--- src/rtl/div_pkg.sv ---
// div_iter shared types: FSM state encoding and sizing helper.
// Imported by the divider top and its interface.
package div_pkg;

  typedef enum logic [1:0] {
    IDLE = 2'd0,
    RUN  = 2'd1,
    FIX  = 2'd2
  } state_e;

  // Bits needed to count 0..n-1 (n >= 2).
  function automatic int clog2(input int n);
    int w;
    w = 0;
    while ((1 << w) < n) w++;
    return w;
  endfunction

endpackage

--- src/rtl/div_iter_if.sv ---
// div_iter request/response bundle.
// master = issuing stage, slave = divider.
interface div_iter_if #(
  parameter int WIDTH = 32
);

  logic             start;
  logic             is_signed;
  logic [WIDTH-1:0] dividend;
  logic [WIDTH-1:0] divisor;
  logic             busy;
  logic             done;
  logic [WIDTH-1:0] q;
  logic [WIDTH-1:0] r;
  logic             dz;

  modport master (
    output start, is_signed, dividend, divisor,
    input  busy, done, q, r, dz
  );

  modport slave (
    input  start, is_signed, dividend, divisor,
    output busy, done, q, r, dz
  );

endinterface

--- src/rtl/div_step.sv ---
// One restoring-division step: shift {rem,quo} left,
// subtract divisor if it fits, shift in the quotient bit.
module div_step #(
  parameter int WIDTH = 32
) (
  input  logic [WIDTH:0]   i_rem,
  input  logic [WIDTH-1:0] i_quo,
  input  logic [WIDTH-1:0] i_dsr,
  output logic [WIDTH:0]   o_rem,
  output logic [WIDTH-1:0] o_quo
);

  logic [WIDTH+1:0] w_sh;
  logic [WIDTH:0]   w_diff;
  logic             w_ge;

  assign w_sh   = {i_rem, i_quo[WIDTH-1]};
  assign w_ge   = (w_sh >= {2'b00, i_dsr});
  assign w_diff = w_sh[WIDTH:0] - {1'b0, i_dsr};
  assign o_rem  = w_ge ? w_diff : w_sh[WIDTH:0];
  assign o_quo  = {i_quo[WIDTH-2:0], w_ge};

endmodule

--- src/rtl/div_iter.sv ---
// Iterative signed/unsigned divider, one quotient bit per
// clock, start/busy/done handshake for the execute stage.
module div_iter
  import div_pkg::*;
#(
  parameter int WIDTH = 32
) (
  input logic       clock,
  input logic       reset,
  div_iter_if.slave bus
);

  localparam int CW = clog2(WIDTH);

  state_e           r_state;
  logic [CW-1:0]    r_cnt;
  logic [WIDTH:0]   r_rem;
  logic [WIDTH-1:0] r_quo;
  logic [WIDTH-1:0] r_dsr;
  logic             r_neg_q;
  logic             r_neg_r;
  logic             r_dz_pend;
  logic             r_done;
  logic [WIDTH-1:0] r_q;
  logic [WIDTH-1:0] r_r;
  logic             r_dz;

  logic             w_a_neg;
  logic             w_b_neg;
  logic [WIDTH-1:0] w_a_mag;
  logic [WIDTH-1:0] w_b_mag;
  logic [WIDTH:0]   w_rem_nx;
  logic [WIDTH-1:0] w_quo_nx;
  logic [WIDTH-1:0] w_q_fix;
  logic [WIDTH-1:0] w_r_fix;
  logic             w_last;

  // Magnitudes; |MIN| wraps to 2^(WIDTH-1) as unsigned.
  assign w_a_neg = bus.is_signed & bus.dividend[WIDTH-1];
  assign w_b_neg = bus.is_signed & bus.divisor[WIDTH-1];
  assign w_a_mag = w_a_neg ? -bus.dividend : bus.dividend;
  assign w_b_mag = w_b_neg ? -bus.divisor : bus.divisor;

  div_step #(
    .WIDTH (WIDTH)
  ) u_step (
    .i_rem (r_rem),
    .i_quo (r_quo),
    .i_dsr (r_dsr),
    .o_rem (w_rem_nx),
    .o_quo (w_quo_nx)
  );

  // Sign fix-up; with a zero divisor the remainder path
  // already rebuilds the dividend, only q is forced.
  assign w_last  = (r_cnt == CW'(WIDTH - 1));
  assign w_r_fix = r_neg_r ? -r_rem[WIDTH-1:0]
                           : r_rem[WIDTH-1:0];
  assign w_q_fix = r_dz_pend ? '1
                 : (r_neg_q ? -r_quo : r_quo);

  // Sequencer, datapath and result registers.
  always_ff @(posedge clock or posedge reset) begin
    if (reset) begin
      r_state   <= IDLE;
      r_cnt     <= '0;
      r_rem     <= '0;
      r_quo     <= '0;
      r_dsr     <= '0;
      r_neg_q   <= 1'b0;
      r_neg_r   <= 1'b0;
      r_dz_pend <= 1'b0;
      r_done    <= 1'b0;
      r_q       <= '0;
      r_r       <= '0;
      r_dz      <= 1'b0;
    end else begin
      r_done <= 1'b0;
      unique case (r_state)
        IDLE: begin
          if (bus.start) begin
            r_quo     <= w_a_mag;
            r_dsr     <= w_b_mag;
            r_rem     <= '0;
            r_cnt     <= '0;
            r_neg_q   <= w_a_neg ^ w_b_neg;
            r_neg_r   <= w_a_neg;
            r_dz_pend <= (bus.divisor == '0);
            r_state   <= RUN;
          end
        end
        RUN: begin
          r_rem <= w_rem_nx;
          r_quo <= w_quo_nx;
          r_cnt <= r_cnt + 1'b1;
          if (w_last) r_state <= FIX;
        end
        FIX: begin
          r_q     <= w_q_fix;
          r_r     <= w_r_fix;
          r_dz    <= r_dz_pend;
          r_done  <= 1'b1;
          r_state <= IDLE;
        end
        default: r_state <= IDLE;
      endcase
    end
  end

  assign bus.busy = (r_state != IDLE);
  assign bus.done = r_done;
  assign bus.q    = r_q;
  assign bus.r    = r_r;
  assign bus.dz   = r_dz;

endmodule

--- src/flat_wrapper.sv ---
// flat-port wrapper written by rule: the top's interface ports become plain ports
module div_iter_flat import div_pkg::*;
#(
  parameter int WIDTH = 32
)
  (clock, reset, bus_start, bus_is_signed, bus_dividend, bus_divisor, bus_busy, bus_done, bus_q, bus_r, bus_dz);
  div_iter_if #(.WIDTH(WIDTH)) bus_i ();
  input logic clock;
  input logic reset;
  input wire logic [$bits(bus_i.start)-1:0] bus_start;
  input wire logic [$bits(bus_i.is_signed)-1:0] bus_is_signed;
  input wire logic [$bits(bus_i.dividend)-1:0] bus_dividend;
  input wire logic [$bits(bus_i.divisor)-1:0] bus_divisor;
  output wire logic [$bits(bus_i.busy)-1:0] bus_busy;
  output wire logic [$bits(bus_i.done)-1:0] bus_done;
  output wire logic [$bits(bus_i.q)-1:0] bus_q;
  output wire logic [$bits(bus_i.r)-1:0] bus_r;
  output wire logic [$bits(bus_i.dz)-1:0] bus_dz;
  assign bus_i.start = bus_start;
  assign bus_i.is_signed = bus_is_signed;
  assign bus_i.dividend = bus_dividend;
  assign bus_i.divisor = bus_divisor;
  assign bus_busy = bus_i.busy;
  assign bus_done = bus_i.done;
  assign bus_q = bus_i.q;
  assign bus_r = bus_i.r;
  assign bus_dz = bus_i.dz;
  div_iter #(.WIDTH(WIDTH)) u_core (.clock(clock), .reset(reset), .bus(bus_i));
endmodule
--- config.mk ---
export PLATFORM = sky130hd
export DESIGN_NAME = div_iter_flat
export DESIGN_NICKNAME = d
export VERILOG_FILES = /design/src/rtl/div_pkg.sv /design/src/rtl/div_iter_if.sv /design/src/rtl/div_step.sv /design/src/rtl/div_iter.sv /design/src/flat_wrapper.sv
export SDC_FILE = /design/constraint.sdc
export NUM_CORES = 1
export LEC_CHECK = 0
export BUFFER_PORTS_ARGS = -buffer_cell sky130_fd_sc_hd__clkbuf_2
export CAP_MARGIN = 15
export CORE_MARGIN = 1.5
export CORE_UTILIZATION = 36
export CTS_CLUSTER_SIZE = 8
export DETAILED_ROUTE_END_ITERATION = 12
export PLACE_DENSITY = 0.58
export REMOVE_ABC_BUFFERS = 1
export SLEW_MARGIN = 10
export SYNTH_ARGS = -nofsm -noshare
export SYNTH_HDL_FRONTEND = slang
export SYNTH_SLANG_ARGS = --single-unit
--- constraint.sdc ---
create_clock -name clock -period 14.6 [get_ports clock]
set_input_delay 3.65 -clock clock [delete_from_list [all_inputs] [get_ports clock]]
set_output_delay 3.65 -clock clock [all_outputs]
set_load 0.1 [all_outputs]
# [After elaboration in Yosys (flattened, before gate mapping)]
# Cells that the tools add are included.
[word_totals] in_bits=68 word_cells=50 ff_bits=173 out_inout_bits=67
[op_classes] magnitude_cmp=1 bitwise=3 eq_ne=5 reduce_logical=7 n_addsub=6 mux=16
[op_table] operator="$mux W32" n=6
[op_table] operator="$neg A32 Y32" n=4
[op_table] operator="$mux W33" n=2
[op_table] operator="$pmux W33 S2" n=1
[op_table] operator="$pmux W32 S2" n=1
[op_table] operator="$ge A34 B32 Y1" n=1
[op_table] operator="$sub A33 B32 Y33" n=1
[op_table] operator="$logic_not A32 Y1" n=1
[op_table] operator="$pmux W5 S2" n=1
[op_table] operator="$reduce_and A2 Y1" n=3
[op_table] operator="$add A5 B1 Y5 const B" n=1
[op_table] operator="$eq A5 B5 Y1 const B" n=1
[op_table] operator="$mux W5" n=1
[op_table] operator="$mux W2" n=2
[op_table] operator="$pmux W2 S2" n=1
[op_table] operator="$reduce_bool A2 Y1" n=2
[op_table] operator="$and A1 B1 Y1" n=2
[op_table] operator="$eq A2 B1 Y1 const B" n=1
[op_table] operator="$eq A2 B2 Y1 const B" n=1
[op_table] operator="$logic_not A2 Y1" n=1
[op_table] operator="$ne A2 B1 Y1 const B" n=1
[op_table] operator="$ne A2 B2 Y1 const B" n=1
[op_table] operator="$mux W1" n=1
[op_table] operator="$xor A1 B1 Y1" n=1

# [Logic depth before layout (Yosys ltp)]
# Gate-level depths: netlist (run 1).
[logic_depth] depth_word=4 ltp_mapped=16 ltp_nobuf=14

# [By module]
# A second synthesis (run 1) with hierarchy kept.
[hier_totals] cells_unflattened=1435 hier_area_um2=11755.0
[by_module_without_submodules] module="div_iter" area_each_um2=9323.9 n_inst=1 cells_each=1057 seq_area_each_um2=4329.2
[by_module_without_submodules] module="div_step" area_each_um2=2431.1 n_inst=1 cells_each=378 seq_area_each_um2=0.0

# [Worst setup path before layout (run 1)]
# Ideal clock, no wire load.
[synth_timing] path_type="input port to flip-flop" startpoint="input bus_dividend[4]" endpoint="register u_core.r_quo[29]" required_time_ns=14.467 t_arrival_ns=5.899 cell_stages=9 slack_ns=8.568 path_buffers=0 setup_time_ns=0.133 path_cell_list="or3_1 -> nor2_1 -> nor4b_1 -> nand2_1 -> nor4_1 -> nand2_1 -> o31ai_1 -> xor2_1 -> o21ai_0"
[synth_via] elab_chain_len=4
[synth_rtl] element="from (decl)" line_no="flat_wrapper.sv:12" source="input wire logic [$bits(bus_i.dividend)-1:0] bus_dividend;"
[synth_rtl] element="$neg A32 Y32" line_no="div_iter.sv:41" source="assign w_a_mag = w_a_neg ? -bus.dividend : bus.dividend;"
[synth_rtl] element="$mux W32" line_no="div_iter.sv:41"
[synth_rtl] element="$mux W32" line_no="div_iter.sv:81" source="if (bus.start) begin"
[synth_rtl] element="$pmux W32 S2" line_no="div_iter.sv:79" source="unique case (r_state)"
[synth_rtl] element="to (signal assigned)" line_no="div_iter.sv:82" source="r_quo <= w_a_mag;"
[synth_rtl] element="to (signal assigned)" line_no="div_iter.sv:94" source="r_quo <= w_quo_nx;"
[synth_rtl] element="to (decl)" line_no="div_iter.sv:18" source="logic [WIDTH-1:0] r_quo;"
# No other way between the ends. The select of a mux whose other input is x is not followed.
# A chain may end at the register's enable or synchronous reset.

# [Worst setup path in the final report (run 1)]
[layout_timing] startpoint="input bus_dividend[2]" endpoint="register u_core.r_quo[29]"
# Same word-level chain as after synthesis.

==> impl_metrics.csv, run 1 <==
group,metric,value,unit
hold_path,holdPathStages,2,
routing,drc,0,
clock_network,cts_buffers,17,
routing,detail_route.iter0.violations,489,
flow_run,maxCapViolations,0,
critical_path,timing.rr.end,"u_core.bus.q[30]",
timing,final-hold-violation-count,0,
global_routing,antenna_found_initial,7,
hold_path,hp-class,"register to register",
synth,synth_warnings,0,
global_routing,grt-ovfl-total,0,
layout,syn_to_final_growth,15.9,%
critical_path,r2r_slack,10.78,ns
placement,dpl.hpwl,20900,um
clock_network,cts_resized,0,
hold_path,hold_start,"u_core.bus.dz",
timing,slew_headroom,0.345,
layout,final_util,0.425,
clock_network,clk_latency,0.44,ns
critical_path,worst_path_largest_cell_delay,0.76,ns
critical_path,setup.worst_path.end_class,"register",
placement,gp_congestion,0.877,
layout,final_common_cell,"o21ai_0",
critical_path,crit_fanout,5,
timing,worstMarginPinSlew,0.974,ns
critical_path,arrival,6.71,ns
global_routing,first_global_vias,9025,
global_routing,track_usage,0.190,
critical_path,critPathKind,"primary input to register",
timing,slew_viol_final,0,
timing,post-route-period-util,0.440,
routing,top_layer,"met5",
timing,setup_viol,0,
layout,regArea,4330,sq um
timing,rsz0062_at_grt,"no",
synth,yosysSeqAreaShare,0.396,
clock_network,cts_tree,"done",
critical_path,crit_family,"simple AND/OR/NAND/NOR gates",
routing,firstDrtPassIters,5,
routing,post_drt_wl_per_cell,16.1,um
critical_path,cp-startpoint,"bus_dividend[2]",
power,pwr-share-comb,0.554,
routing,ant_nets,0,
power,p_sw,0.00150,W
synth,syn_area_per_cell,8.47,sq um
die,die_h,177,um
synth,ys_ff_latch,173,
routing,routed_wl,28900,um
power,clkPwrFrac,0.171,
timing,fin_crit,6.43,ns
critical_path,reg2reg_from,"u_core.r_quo[2]",
die,start_util,0.367,
power,pwr-share-seq,0.275,
critical_path,worstSetupStartpointType,"primary input",
die,core_area,29800,sq um
synth,syn_inst,1290,
timing,clock_skew,0.0151,ns
clock_network,h-tree-depth,4,
clock_network,clkSlewWorstSetupHoldPaths,0.07,ns
timing,max_freq,156,MHz
status,status,"completed",
power,p_sw_frac,0.473,
critical_path,required,14.88,ns
critical_path,slowest_stage,"nor4_1",
critical_path,cp_num_buf_inv,1,
synth,syn_area,10900,sq um
power,leakage,5.60,nW
routing,m1WireLength,13500,um
clock_network,post_cts_buffers,0,
critical_path,ff2ff_path_depth,10,
global_routing,grt_pass1_wl,47000,um
die,die_area,31400,sq um
layout,multi_input_area,6170,sq um
power,p_int,0.00167,W
routing,drt-vias-per-instance,5.25,
global_routing,grt_max_degree,102,
layout,drive_gt1_frac,0.141,
timing,timing.setup.tns,0,ns
layout,fillerInstances,3052,
layout,fin_nets,1493,
synth,synthArstFlopShare,1.00,
synth,synth-main-ff-cell,"dfrtp_1",
power,powerDensity,250,nW/um^2
die,io_pins,135,
clock_network,cts_root_buf,"clkbuf_16",
clock_network,clock_sinks,173,
die,die_w,177,um
die,num_rows,63,
hold_path,min_to,"u_core.bus.dz",
routing,route.met3.wl,1290,um
critical_path,crit_top_cell,"nand2_1",
synth,synth_cell_type_count,62,
layout,mostFrequentLayoutCells,"o21ai_0 (189), dfrtp_1 (173), nand2_1 (171)",
power,peakVddDrop,136,uV
critical_path,crit_chain,"clkbuf_2, or3_1, nor2_1, nor4b_1, nand2_1, nor4_1, nand2_1, o31ai_1, xor2_1, o21ai_0",
clock_network,ctsHoldBuffers,0,
routing,dr_wl_met2,13600,um
placement,port_buffers,134,
clock_network,clock_tree.buffer_depth,2,
routing,vias,9415,
synth,synth_edf_count,0,
-- flip-flops by register name (all words and copies together), names as in the netlist, 2 cells and up --
register,flops
u_core.r_quo,32
u_core.r_state,2
u_core.r_cnt,5
u_core.bus.q,32
u_core.r_dsr,32
u_core.r_rem,33
u_core.bus.r,32
-- how the worst max path moves through the flow --
stage	endpoint	slack (ns)	depth (start not counted)
2_1_floorplan	u_core.bus.done	6.26	1
3_3_place_gp	u_core.r_quo[29]	7.86	10
3_5_place_dp	u_core.r_quo[29]	7.74	10
4_1_cts	u_core.r_quo[29]	8.21	10
5_1_grt	u_core.r_quo[29]	7.93	10
6_report	u_core.r_quo[29]	8.17	10
-- cell usage after synthesis (9+ instances only) --
cell type,n,area (sq um)
nor3_1,10,50.1
a22oi_1,31,233
nor4_1,14,87.6
a21o_1,13,97.6
inv_1,53,199
a21oi_1,86,430
nand2b_1,19,119
nor2b_1,10,62.6
o41ai_1,14,123
a32oi_1,9,78.8
dfrtp_1,173,4330
clkbuf_1,65,244
o31ai_1,26,195
or3_1,13,81.3
nand2_1,172,646
xnor2_1,53,464
ha_1,38,475
xor2_1,94,823
o21ai_0,189,946
nor2_1,78,293
or4_1,13,97.6
mux2i_1,9,90.1
nand3_1,18,90.1
-- worst reg2reg max path: stages, from the launching register on --
cell	delay, ns
dfrtp_1	0.47
nor4_1	0.45
nor3b_1	0.67
nand3b_1	0.29
nand2b_1	0.26
nand2b_1	0.23
or3_1	0.42
or2_2	0.32
o41ai_1	0.31
xor2_1	0.18
a21oi_1	0.08
-- stage by stage --
step | total power, W | hold WS [ns] | worst slack [ns] | instance area, sq um | instances
finish | 0.00317 | 0.476 | 8.17 | 12700 | 1793
global placement | 0.00261 | 0.454 | 7.86 | 11900 | 1755
global route | 0.00345 | 0.499 | 7.93 | 12700 | 1791
detailed placement | 0.00263 | 0.463 | 7.74 | 11900 | 1755
CTS | 0.00318 | 0.479 | 8.21 | 12600 | 1787
floorplan | 0.00221 | 0.449 | 6.26 | 10700 | 1222
-- power by group through the flow --
stage	clock network, W	registers, W	logic (W)
after detailed placement	0	0.000878	0.00175
after global placement	0	0.000870	0.00174
final	0.000542	0.000870	0.00176
after global routing	0.000573	0.000900	0.00198
after floorplan	0	0.00100	0.00121
after CTS	0.000553	0.000868	0.00176
-- cell type report --
class,instances,area share
Clock inverter,14,0.0200
Clock buffer,18,0.0347
Inverter,54,0.0164
Antenna cell,4,0.000790
Multi-Input combinational cell,995,0.487
Sequential cell,173,0.342
Timing Repair Buffer,145,0.0606
Tap cell,390,0.0385
-- logic make-up after synthesis --
logic type	Yosys count	share of synthesized area
compound gates	411	0.223
simple gates	388	0.166
flops	173	0.396
xor+xnor	147	0.118
buf+inv	122	0.0419
fa+ha+maj	39	0.0453
mux	10	0.00927
-- per-layer routing --
metal  vias to the layer above  GRT usage
li1                       4755          -
met1                      4456      0.255
met2                       168      0.306
met3                        30     0.0387
met4                         6     0.0569
met5                         -          0
Note: power is estimated with default switching activity, not from simulation.
==> run 2, diff against run 1 <==
PLACE_DENSITY = 0.6   (was 0.58)
clock period = 5.9 ns   (was 14.6 ns; I/O delays follow)
==> run 2 against run 1 <==
Against the previous run:
- cell count decreased by 0.22%
- power increased by 140%
- final area shrank 0.95%
- critical endpoint unchanged
- largest cell class unchanged
- largest power group unchanged
==> impl_metrics.csv, run 2 (synthesized netlist as in run 1, its figures left out) <==
group,metric,value,unit
clock_network,ctsHoldBuffers,0,
power,p_sw_frac,0.486,
routing,top_layer,"met5",
routing,m1WireLength,14100,um
hold_path,holdPathStages,2,
routing,vias,9440,
timing,max_freq,236,MHz
global_routing,track_usage,0.189,
placement,post-place-ws,1.21,ns
routing,route.met3.wl,1060,um
flow_run,maxCapViolations,0,
critical_path,ff2ff_path_depth,11,
layout,drive_gt1_frac,0.140,
die,core_area,29800,sq um
die,die_h,177,um
routing,dr_wl_met2,13100,um
die,num_rows,63,
clock_network,cts_root_buf,"clkbuf_16",
placement,port_buffers,134,
timing,final-hold-violation-count,0,
critical_path,arrival,4.53,ns
die,die_w,177,um
clock_network,post_cts_buffers,0,
clock_network,cts_buffers,17,
power,powerDensity,607,nW/um^2
timing,clock_skew,0.0141,ns
layout,mostFrequentLayoutCells,"o21ai_0 (189), dfrtp_1 (173), nand2_1 (171)",
power,pwr-share-comb,0.572,
clock_network,cts_tree,"done",
routing,firstDrtPassIters,5,
die,start_util,0.367,
clock_network,h-tree-depth,4,
power,clkPwrFrac,0.145,
timing,fin_crit,4.24,ns
layout,fillerInstances,3009,
routing,drt-vias-per-instance,5.28,
routing,post_drt_wl_per_cell,16.0,um
critical_path,crit_fanout,5,
power,pwr-share-seq,0.282,
global_routing,grt-ovfl-total,0,
layout,regMostFlops,"u_core.r_rem",
hold_path,hp-class,"register to register",
critical_path,required,6.19,ns
timing,slew_viol_final,0,
critical_path,critPathKind,"primary input to register",
clock_network,clkSlewWorstSetupHoldPaths,0.07,ns
timing,setup_ws,1.66,ns
global_routing,first_global_vias,8918,
routing,ant_nets,0,
die,io_pins,135,
status,status,"completed",
timing,timing.setup.tns,0,ns
global_routing,grt_max_degree,173,
timing,setup_viol,0,
routing,routed_wl,28700,um
power,peakVddDrop,204,uV
critical_path,setup.worst_path.end_class,"register",
placement,place_inst,1755,
timing,post-route-period-util,0.719,
layout,fin_nets,1492,
routing,detail_route.iter0.violations,570,
die,die_area,31400,sq um
critical_path,worstSetupStartpointType,"primary input",
placement,dpl.hpwl,20900,um
timing,slew_headroom,0.287,
global_routing,grt_pass1_wl,46900,um
timing,worstMarginPinSlew,1.06,ns
power,p_sw,0.00370,W
layout,final_common_cell,"o21ai_0",
routing,drc,0,
power,leakage,5.55,nW
power,p_int,0.00392,W
clock_network,clk_latency,0.44,ns
timing,rsz0062_at_grt,"no",
placement,gp_congestion,0.853,
layout,syn_to_final_growth,14.9,%
clock_network,clock_tree.buffer_depth,2,
clock_network,cts_resized,0,
clock_network,clock_sinks,173,
layout,largest_register_ffs,33,
global_routing,antenna_found_initial,3,
layout,fin_cells,1789,
timing,whs,0.478,ns
==> run 2: cell count changes in the layout (fill, tap and decap cells not counted), sizes merged <==
cell	previous run	this run
bufinv	6	1
diode	4	1
clkinv	3	5
clkinvlp	1	3
buf	11	10
inv	58	59
==> run 2: through the flow <==
step	util	total power, W	area [sq um]
finish	0.421	0.00762	12600
global route	0.421	0.00833	12500
CTS	0.420	0.00765	12500
detailed placement	0.401	0.00651	12000
global placement	0.401	0.00646	12000
floorplan	-	0.00548	10700
==> run 2: final timing paths <==
kind,startpoint,end,slack (ns)
max in group asynchronous,reset,u_core.bus.r[9],3.88
min,u_core.bus.r[24],u_core.bus.r[24],0.48
max reg2reg,u_core.r_rem[12],u_core.r_rem[29],2.01
min reg2reg,u_core.bus.r[24],u_core.bus.r[24],0.48
max,bus_dividend[2],u_core.r_quo[29],1.66
min in group asynchronous,reset,u_core.bus.done,0.89
==> run 2: routing by layer <==
layer | global-route usage | up-vias
met3 | 0.0387 | 27
met1 | 0.263 | 4502
met5 | 0 | -
li1 | - | 4753
met2 | 0.296 | 154
met4 | 0.0501 | 4
==> run 2: worst max-delay path: stages <==
cell and delay (ns):
clkbuf_2 0.11, or3_1 0.37, nor2_1 0.12, nor4b_1 0.68
nand2_1 0.26, nor4_1 0.76, nand2_1 0.22, o31ai_1 0.30
xor2_1 0.17, o21ai_0 0.08
==> run 2: area by class of cell <==
cell class,instances,area (sq um),area share
Inverter,54,208,0.0165
Sequential cell,173,4330,0.345
Clock inverter,14,131,0.0105
Timing Repair Buffer,144,778,0.0620
Tap cell,390,488,0.0389
Clock buffer,18,439,0.0350
Antenna cell,1,2.50,0.000199
Multi-Input combinational cell,995,6170,0.492
==> run 2: power by group through the flow <==
stage | logic [W] | clock network (W) | registers (W)
global route | 0.00492 | 0.00118 | 0.00223
finish | 0.00436 | 0.00111 | 0.00215
global placement | 0.00431 | 0 | 0.00215
CTS | 0.00437 | 0.00113 | 0.00215
detailed placement | 0.00434 | 0 | 0.00217
floorplan | 0.00299 | 0 | 0.00249
